[src/rtl/mc_pkg.sv]
// Shared types and constants for the multi-cycle ARM-subset control unit:
// state encoding, ALU codes, datapath select encodings and condition fields.
package mc_pkg;

  typedef enum logic [3:0] {
    S_FETCH  = 4'd0,
    S_DECODE = 4'd1,
    S_MEMADR = 4'd2,
    S_MEMRD  = 4'd3,
    S_MEMWB  = 4'd4,
    S_MEMWR  = 4'd5,
    S_EXECR  = 4'd6,
    S_EXECI  = 4'd7,
    S_ALUWB  = 4'd8,
    S_BRANCH = 4'd9
  } state_t;

  localparam logic [2:0] ALU_ADD  = 3'b000;
  localparam logic [2:0] ALU_SUB  = 3'b001;
  localparam logic [2:0] ALU_RSB  = 3'b010;
  localparam logic [2:0] ALU_BIC  = 3'b011;
  localparam logic [2:0] ALU_AND  = 3'b100;
  localparam logic [2:0] ALU_ORR  = 3'b101;
  localparam logic [2:0] ALU_EOR  = 3'b110;
  localparam logic [2:0] ALU_XNOR = 3'b111;

  localparam logic [1:0] SRCA_RN     = 2'b00;
  localparam logic [1:0] SRCA_PC     = 2'b01;
  localparam logic [1:0] SRCA_ALUOUT = 2'b10;
  localparam logic [1:0] SRCB_RM     = 2'b00;
  localparam logic [1:0] SRCB_IMM    = 2'b01;
  localparam logic [1:0] SRCB_FOUR   = 2'b10;
  localparam logic [1:0] RES_ALUOUT  = 2'b00;
  localparam logic [1:0] RES_DATA    = 2'b01;
  localparam logic [1:0] RES_ALU     = 2'b10;

  localparam logic [1:0] OP_DP  = 2'b00;
  localparam logic [1:0] OP_MEM = 2'b01;
  localparam logic [1:0] OP_BR  = 2'b10;

  localparam logic [3:0] COND_EQ = 4'b0000;
  localparam logic [3:0] COND_NE = 4'b0001;
  localparam logic [3:0] COND_CS = 4'b0010;
  localparam logic [3:0] COND_CC = 4'b0011;
  localparam logic [3:0] COND_MI = 4'b0100;
  localparam logic [3:0] COND_PL = 4'b0101;
  localparam logic [3:0] COND_VS = 4'b0110;
  localparam logic [3:0] COND_VC = 4'b0111;
  localparam logic [3:0] COND_HI = 4'b1000;
  localparam logic [3:0] COND_LS = 4'b1001;
  localparam logic [3:0] COND_GE = 4'b1010;
  localparam logic [3:0] COND_LT = 4'b1011;
  localparam logic [3:0] COND_GT = 4'b1100;
  localparam logic [3:0] COND_LE = 4'b1101;
  localparam logic [3:0] COND_AL = 4'b1110;
  localparam logic [3:0] COND_NV = 4'b1111;

  typedef struct packed {
    logic       ir_write;
    logic       pc_write;
    logic       reg_write;
    logic       mem_write;
    logic       adr_src;
    logic [1:0] alu_src_a;
    logic [1:0] alu_src_b;
    logic [1:0] result_src;
    logic [2:0] alu_ctrl;
  } ctrl_t;

  typedef struct packed {
    logic       valid;
    logic       compare;
    logic [2:0] code;
  } cmd_dec_t;

  function automatic cmd_dec_t decode_cmd(input logic [3:0] cmd);
    cmd_dec_t d;
    d.valid   = 1'b1;
    d.compare = 1'b0;
    d.code    = ALU_ADD;
    case (cmd)
      4'b0000: d.code = ALU_AND;
      4'b0001: d.code = ALU_EOR;
      4'b0010: d.code = ALU_SUB;
      4'b0011: d.code = ALU_RSB;
      4'b0100: d.code = ALU_ADD;
      4'b1100: d.code = ALU_ORR;
      4'b1110: d.code = ALU_BIC;
      4'b1010: begin d.code = ALU_SUB; d.compare = 1'b1; end
      4'b1001: begin d.code = ALU_EOR; d.compare = 1'b1; end
      default: d.valid = 1'b0;
    endcase
    return d;
  endfunction

  // Add/sub style codes produce meaningful carry and overflow.
  function automatic logic is_arith(input logic [2:0] code);
    return (code == ALU_ADD) || (code == ALU_SUB) || (code == ALU_RSB);
  endfunction

  function automatic ctrl_t state_ctrl(input state_t st, input logic rd_pc,
                                       input logic [2:0] dp_code,
                                       input logic [2:0] none_code);
    ctrl_t c;
    c = '0;
    c.alu_ctrl = none_code;
    case (st)
      S_FETCH: begin
        c.ir_write = 1'b1; c.pc_write = 1'b1;
        c.alu_src_a = SRCA_PC; c.alu_src_b = SRCB_FOUR; c.result_src = RES_ALU;
      end
      S_DECODE: begin
        c.alu_src_a = SRCA_PC; c.alu_src_b = SRCB_FOUR; c.result_src = RES_ALU;
      end
      S_MEMADR: begin c.alu_src_a = SRCA_RN; c.alu_src_b = SRCB_IMM; end
      S_MEMRD:  c.adr_src = 1'b1;
      S_MEMWR:  begin c.adr_src = 1'b1; c.mem_write = 1'b1; end
      S_MEMWB:  begin c.result_src = RES_DATA; c.reg_write = 1'b1; c.pc_write = rd_pc; end
      S_EXECR:  begin c.alu_src_a = SRCA_RN; c.alu_src_b = SRCB_RM; c.alu_ctrl = dp_code; end
      S_EXECI:  begin c.alu_src_a = SRCA_RN; c.alu_src_b = SRCB_IMM; c.alu_ctrl = dp_code; end
      S_ALUWB: begin
        c.result_src = RES_ALUOUT; c.reg_write = 1'b1; c.pc_write = rd_pc; c.alu_ctrl = dp_code;
      end
      S_BRANCH: begin
        c.alu_src_a = SRCA_ALUOUT; c.alu_src_b = SRCB_IMM; c.result_src = RES_ALU;
        c.pc_write = 1'b1;
      end
      default: c.alu_ctrl = none_code;
    endcase
    return c;
  endfunction

endpackage

[src/rtl/mc_cond_check.sv]
// Combinational ARM condition-code evaluation of Cond against {N,Z,C,V}.
// With COND_EN=0 every condition passes.
module mc_cond_check
  import mc_pkg::*;
#(
  parameter bit COND_EN = 1'b1
) (
  input  logic [3:0] cond,
  input  logic [3:0] flags,
  output logic       pass
);

  logic n_s, z_s, c_s, v_s, eval_s;

  assign {n_s, z_s, c_s, v_s} = flags;

  // Condition truth table; NV never executes.
  always_comb begin
    eval_s = 1'b0;
    case (cond)
      COND_EQ: eval_s = z_s;
      COND_NE: eval_s = ~z_s;
      COND_CS: eval_s = c_s;
      COND_CC: eval_s = ~c_s;
      COND_MI: eval_s = n_s;
      COND_PL: eval_s = ~n_s;
      COND_VS: eval_s = v_s;
      COND_VC: eval_s = ~v_s;
      COND_HI: eval_s = c_s & ~z_s;
      COND_LS: eval_s = ~c_s | z_s;
      COND_GE: eval_s = (n_s == v_s);
      COND_LT: eval_s = (n_s != v_s);
      COND_GT: eval_s = ~z_s & (n_s == v_s);
      COND_LE: eval_s = z_s | (n_s != v_s);
      COND_AL: eval_s = 1'b1;
      COND_NV: eval_s = 1'b0;
      default: eval_s = 1'b0;
    endcase
  end

  assign pass = eval_s | ~COND_EN;

endmodule

[src/rtl/mc_control_fsm.sv]
// Multi-cycle control FSM with NZCV flag register for the ARM-subset core.
// Define MC_COND_EXEC_EN to enable conditional execution; otherwise all Cond = AL.
module mc_control_fsm
  import mc_pkg::*;
#(
  parameter logic [2:0] NONE_CMD = 3'b000
) (
  input  logic        clk,
  input  logic        reset,
  input  logic [19:0] Instr,
  input  logic [3:0]  ALUFlags,
  output logic        IRWrite,
  output logic        PCWrite,
  output logic        RegWrite,
  output logic        MemWrite,
  output logic        AdrSrc,
  output logic [1:0]  ALUSrcA,
  output logic [1:0]  ALUSrcB,
  output logic [1:0]  ResultSrc,
  output logic [1:0]  ImmSrc,
  output logic [1:0]  RegSrc,
  output logic [2:0]  ALU_Control,
  output logic [3:0]  Flags
);

`ifdef MC_COND_EXEC_EN
  localparam bit COND_EN = 1'b1;
`else
  localparam bit COND_EN = 1'b0;
`endif

  state_t     state_r, next_state_s, target_state_s;
  logic       hold_r;
  ctrl_t      ctrl_r, ctrl_s;
  logic [3:0] flags_r, flags_next_s;
  cmd_dec_t   cmd_dec_s;
  logic       cond_pass_s;

  logic [3:0] cond_s, cmd_s;
  logic [1:0] op_s;
  logic       i_bit_s, s_bit_s, rd_pc_s, unused_rn_s;

  assign cond_s      = Instr[19:16];
  assign op_s        = Instr[15:14];
  assign i_bit_s     = Instr[13];
  assign cmd_s       = Instr[12:9];
  assign s_bit_s     = Instr[8];
  assign rd_pc_s     = (Instr[3:0] == 4'hF);
  assign unused_rn_s = ^Instr[7:4];

  mc_cond_check #(.COND_EN(COND_EN)) u_cond (
    .cond  (cond_s),
    .flags (flags_r),
    .pass  (cond_pass_s)
  );

  // Next state, next-cycle control word and flag update.
  always_comb begin
    cmd_dec_s    = decode_cmd(cmd_s);
    next_state_s = S_FETCH;
    case (state_r)
      S_FETCH: next_state_s = S_DECODE;
      S_DECODE: begin
        if (!cond_pass_s) begin
          next_state_s = S_FETCH;
        end else begin
          case (op_s)
            OP_MEM: next_state_s = S_MEMADR;
            OP_BR:  next_state_s = S_BRANCH;
            OP_DP: begin
              if (!cmd_dec_s.valid) next_state_s = S_FETCH;
              else if (i_bit_s)     next_state_s = S_EXECI;
              else                  next_state_s = S_EXECR;
            end
            default: next_state_s = S_FETCH;
          endcase
        end
      end
      S_MEMADR: next_state_s = s_bit_s ? S_MEMRD : S_MEMWR;
      S_MEMRD:  next_state_s = S_MEMWB;
      S_EXECR, S_EXECI: next_state_s = cmd_dec_s.compare ? S_FETCH : S_ALUWB;
      default:  next_state_s = S_FETCH;
    endcase

    // The first cycle out of reset is a clean FETCH with no carry-over.
    if (hold_r) target_state_s = S_FETCH;
    else        target_state_s = next_state_s;

    ctrl_s = state_ctrl(target_state_s, rd_pc_s, cmd_dec_s.code, NONE_CMD);

    flags_next_s = flags_r;
    if ((state_r == S_EXECR || state_r == S_EXECI) && s_bit_s) begin
      if (is_arith(cmd_dec_s.code)) flags_next_s = ALUFlags;
      else                          flags_next_s = {ALUFlags[3:2], flags_r[1:0]};
    end else begin
      flags_next_s = flags_r;
    end
  end

  // State, registered control outputs and architectural flags.
  always_ff @(posedge clk) begin
    if (reset) begin
      state_r <= S_FETCH;
      hold_r  <= 1'b1;
      ctrl_r  <= '0;
      flags_r <= 4'b0000;
    end else begin
      state_r <= target_state_s;
      hold_r  <= 1'b0;
      ctrl_r  <= ctrl_s;
      flags_r <= flags_next_s;
    end
  end

  assign IRWrite     = ctrl_r.ir_write;
  assign PCWrite     = ctrl_r.pc_write;
  assign RegWrite    = ctrl_r.reg_write;
  assign MemWrite    = ctrl_r.mem_write;
  assign AdrSrc      = ctrl_r.adr_src;
  assign ALUSrcA     = ctrl_r.alu_src_a;
  assign ALUSrcB     = ctrl_r.alu_src_b;
  assign ResultSrc   = ctrl_r.result_src;
  assign ALU_Control = ctrl_r.alu_ctrl;
  assign Flags       = flags_r;
  assign ImmSrc      = op_s;
  assign RegSrc      = op_s;

endmodule

[config.mk]
export PLATFORM = sky130hd
export DESIGN_NAME = mc_control_fsm
export DESIGN_NICKNAME = d
export VERILOG_FILES = /design/src/rtl/mc_pkg.sv /design/src/rtl/mc_cond_check.sv /design/src/rtl/mc_control_fsm.sv
export SDC_FILE = /design/constraint.sdc
export NUM_CORES = 1
export LEC_CHECK = 0
export BUFFER_PORTS_ARGS = -buffer_cell sky130_fd_sc_hd__buf_4
export CAP_MARGIN = 20
export CORE_MARGIN = 1
export CORE_UTILIZATION = 30
export CTS_BUF_LIST = sky130_fd_sc_hd__clkbuf_16
export DETAILED_ROUTE_END_ITERATION = 7
export GPL_TIMING_DRIVEN = 0
export PLACE_DENSITY = 0.55
export SETUP_SLACK_MARGIN = 0.1
export SYNTH_ARGS = -nofsm -noshare
export SYNTH_HDL_FRONTEND = slang
export SYNTH_SLANG_ARGS = --single-unit
[constraint.sdc]
create_clock -name clk -period 2.75 [get_ports clk]
set_input_delay 0.1375 -clock clk [delete_from_list [all_inputs] [get_ports clk]]
set_output_delay 0.1375 -clock clk [all_outputs]
set_load 0.03 [all_outputs]
# Word-level counts from Yosys, hierarchy flattened

Index checks and enable logic that the tools add are counted.

Bits in registers: 23
Bits of input ports: 26
Output and inout bits: 22
Word-level logic and storage cells: 82

Eq/ne operators: 27
Mux-type cells: 18
Bitwise logic cells: 1
Reduce and logical (&&, ||, !) cells: 23

Operators with widths:

| kind               | count |
|---|---|
| $eq 4x3->1 const B | 7 |
| $eq 4x4->1 const B | 7 |
| $eq 4x2->1 const B | 6 |
| $pmux 4 s3         | 2 |
| $pmux 4 s5         | 1 |
| $reduce_or 2->1    | 10 |
| $pmux 3 s6         | 1 |
| $eq 4x1->1 const B | 3 |
| $logic_not 4->1    | 3 |
| $reduce_or 9->1    | 1 |
| $mux 1             | 8 |
| $mux 4             | 2 |
| $mux 3             | 2 |
| $reduce_or 3->1    | 2 |
| $pmux 2 s2         | 1 |
| $eq 3x1->1 const B | 1 |
| $eq 3x2->1 const B | 1 |
| $logic_not 3->1    | 1 |
| $logic_or 1x1->1   | 3 |
| $eq 2x1->1 const B | 1 |
| $eq 2x2->1 const B | 1 |
| $logic_not 2->1    | 1 |
| $pmux 1 s2         | 1 |
| $reduce_and 2->1   | 1 |
| 2 further kinds    | 2 |

# Depth between registers and ports, before layout

Depth after elaboration: 11
Mapped depth: 7
Mapped depth without buffers: 6

# Modules after synthesis

A second synthesis with hierarchy kept.

Cells, all modules: 124
Area total of the unflattened synthesis: 1121.1 um^2

By module, submodules not included:

| module         | times used | cells an instance | area each (um^2) | sequential area each (um^2) |
|---|---|---|---|---|
| mc_control_fsm | 1          | 122               | 1109.8           | 440.4 |
| mc_cond_check  | 1          | 2                 | 11.3             | 0.0 |

# Worst setup path after synthesis

No wires, ideal clock.

Kind: flip-flop to flip-flop
From: reg state_r[1]
To: reg ctrl_r (netlist bit ALU_Control[2])
Setup time: 0.073 ns
Arrival time: 1.832 ns
Data required time: 2.677 ns
Setup slack: 0.844 ns
Stages on the path, launching flop included: 7
Period minus slack after synthesis: 1.906 ns
Cell sequence: dfxtp_1 > or4b_4 > nor3b_4 > o21ai_2 > or2_4 > o22a_1 > nor3_2

Word-level cells in the longest chain between the ends: 8
Elaborated cells on any way between the ends: 15

Ends and longest elaborated chain:

| item                                            | RTL line              | source |
|---|---|---|
| start, declared                                 | mc_control_fsm.sv:32  | `state_t state_r, next_state_s, target_state_s;` |
| start signal, assigned                          | mc_control_fsm.sv:108 | `state_r <= target_state_s;` |
| $eq 4x3->1                                      | mc_control_fsm.sv:61  | `case (state_r)` |
| $reduce_or 2->1                                 | mc_control_fsm.sv:61  |  |
| $pmux 4 s5 (*)                                  | mc_control_fsm.sv:61  |  |
| $mux 4 (*)                                      | mc_control_fsm.sv:86  | `if (hold_r) target_state_s = S_FETCH;` |
| $eq 4x3->1 / $eq 4x4->1 (equally long branches) | mc_pkg.sv:107         | `case (st)` |
| $reduce_or 3->1 (no source line) (*)            | n/a                   |  |
| $not 1->1 (no source line) (*)                  | n/a                   |  |
| $reduce_or 2->1 (no source line) (*)            | n/a                   |  |
| end signal, assigned                            | mc_control_fsm.sv:110 | `ctrl_r <= ctrl_s;` |
| end, declared                                   | mc_control_fsm.sv:34  | `ctrl_t ctrl_r, ctrl_s;` |

Mark *: on every way between the ends. The rest lies on a longest branch, timed or not.
A chain may end at the register's enable or synchronous reset.

# Worst setup path after layout

From: reg state_r[3]
To: reg ctrl_r (netlist bit ALU_Control[0])

Same word-level chain as after synthesis.

==> flow_metrics.tcl <==
set metrics [dict create \
    port_buffers 37 \
    dieArea_mm2 0.00348 \
    setup_violations 0 \
    grt.overflow.total 0 \
    synth_compound_area_share_pct 14.1 \
    via_count 890 \
    yosys.cell_types.count 36 \
    drt-total-wl_um 2100 \
    viasPerCell 4.71 \
    use_met1_pct 15.9 \
    final_max_slew_viol_count 0 \
    worstSkewPairLatency_ns 0.25 \
    whs_path_depth 1 \
    ys_async_sr_fraction_pct 0 \
    die-height_um 59 \
    max_freq_ghz 0.488 \
    yosys-top-cells-area "dfxtp_1 (45%), nor2_1 (5.8%), mux2i_1 (5.1%)" \
    multiInputGateArea_um2 462 \
    synth_top_cell_area_share_pct 45.2 \
    area_delta_synth_final_pct 44.9 \
    grt_setup_unrepaired "false" \
    post_drt_wl_per_cell_um 11.1 \
    ys.flop_type "dfxtp_1" \
    synth_mux_area_share_pct 5.13 \
    setup_tns_ns 0 \
    placed_area_mm2 0.00131 \
    fp.dieW_um 59 \
    place.gp.congestion 0.799 \
    drc_errors 0 \
    antenna_found_initial 0 \
    fin_crit_ns 2.05 \
    postCtsHoldBufs 0 \
    peakVddDrop_uv 280 \
    yosys.area_share.simple_pct 25.4 \
    cp-start-kind "flop" \
    syn_area_per_cell_um2 9.37 \
    synth_seq_cells 22 \
    grt_use_met3_pct 2.84 \
    cts.repair.resized 0 \
    grt_use_met2_pct 20.1 \
    fin_nets 172 \
    stdcell_area_mm2 0.00141 \
    synth_common_cells "dfxtp_1 (22), nor2_1 (15), inv_1 (6)" \
    first_global_vias 751 \
    power_density_mw_per_mm2 598 \
    clk_pin_slew_ns 0.06 \
    ioPinCount 48 \
    htree_num_levels 1 \
    yosysSeqAreaShare_pct 45.2 \
    relSlewSlack_pct 73.0 \
    grt_pass1_wl_um 3280 \
    coreArea_mm2 0.00308 \
    crit_fanout 6 \
    antenna_cells 0 \
    start_util_pct 31.7 \
    maxCapViolCount 0 \
    cts_buffers 3 \
    hold_class "in2reg" \
    grt_max_degree 14 \
    cp.required_ns 2.93 \
    fillCellCount 312 \
    hold_viol 0 \
    synth_xor_xnor_area_share_pct 2.70 \
    drive_gt1_share_pct 40.7 \
    final_util_pct 45.9 \
    dr.pass1.iters 4 \
    yosys_warnings 0 \
    leakagePower_nw 0.649 \
    syn_inst 104 \
    synth_area_um2 975 \
    grt_most_used_layer "met2" \
    clkSinkCount 22 \
    arrival_ns 2.23 \
    regArea_um2 440 \
    drt.antenna.violating_nets 0 \
    crit_path_end_kind "flop" \
    crit_type "reg2reg" \
    synth_nets 130 \
    drt_iter0_drc 26 \
    postCtsSetupBuffers 0 \
    fin_skew_ns 0.00132 \
    hpwl_um 1610 \
    cts_buffer_depth 2 \
    tightest_slew_ns 0.402 \
    status "completed" \
    synth_edf_count 0 \
    synth_top_family_by_area "simple AND/OR/NAND/NOR gates" \
    synth_fa_ha_area_share_pct 0 \
    yosysMostFrequentCell "dfxtp_1" \
    fin_crit_sh_pct 74.6 \
    std_cell_rows 20 \
    cts_tree "built" \
    synth_top_area_cell "dfxtp_1" \
    grt_util_all_layers_pct 13.0 \
    reg2reg_depth 6 \
    cts_root_buf "clkbuf_16" \
]
registers in the layout, indices dropped and copies added, names as in the netlist:
register     count
ResultSrc        2
ALUSrcA          2
ALU_Control      3
ALUSrcB          1
Flags            4
AdrSrc           1
PCWrite          1
hold_r           1
IRWrite          1
RegWrite         1
state_r          4
MemWrite         1
layer usage:
layer,vias to the layer above,wire length [um]
met1,410,972
met3,4,100
met5,-,0
met4,0,54
li1,446,-
met2,30,970
metrics by stage:
step	cells	setup slack, ns	hold WS (ns)	total power, W
after floorplan	104	0.844	0.165	0.000405
after global placement	185	0.717	0.272	0.000448
after detailed placement	185	0.715	0.276	0.000449
after CTS	189	0.695	0.0133	0.000850
after global routing	189	0.590	0.00647	0.000877
final	189	0.700	0.0151	0.000845
placed cells by master (no fill, tap or decap), types with 2 or more instances in the layout:
cell       instances
mux2i_1            5
nand2_1            5
nor3_2             3
buf_4             42
clkbuf_1           2
dfxtp_1           22
a31oi_1            2
or2_2              3
inv_1              6
nand3b_1           2
nor2_1            15
nor2b_1            2
a21oi_1            3
xnor2_1            2
clkbuf_16          3
a211oi_1           3
nor3_1             4
power breakdown:
| group | internal, W | switching (W) | total [W] |
|---|---|---|---|
| logic | 0.0000505 | 0.0000604 | 0.000111 |
| clock network | 0.000289 | 0.000114 | 0.000403 |
| registers | 0.000327 | 0.00000425 | 0.000331 |
final timing paths:
path	from	endpoint	slack (ns)
max	state_r[3]	ALU_Control[0]	0.70
max reg2reg	state_r[3]	ALU_Control[0]	0.70
min	reset	hold_r	0.02
min reg2reg	Flags[1]	Flags[1]	0.51
cell families (layout without fill, tap and decap cells):
| logic type | Yosys count | count (layout) |
|---|---|---|
| AO/OA/AOI/OAI | 18 | 18 |
| flip-flops | 22 | 22 |
| multiplexers | 5 | 5 |
| AND/OR/NAND/NOR | 42 | 42 |
| XOR/XNOR | 3 | 3 |
| buffers and inverters | 14 | 55 |
critical path: stages (launching register included):
cell and delay (ns):
dfxtp_1 0.36, or4b_4 0.58, nor3b_4 0.27, o21ai_2 0.08
or2_4 0.27, o22a_1 0.27, nor3_2 0.15
area by class of cell:
cell class / count / share of cell area (%)
multi-input combinational: 68 / 32.7
clock inverter: 1 / 2.13
sequential: 22 / 31.2
tap: 44 / 3.90
clock buffer: 3 / 5.31
buffer: 8 / 3.54
timing repair buffer: 37 / 19.7
inverter: 6 / 1.59
Power figures use the tool's default switching activity.
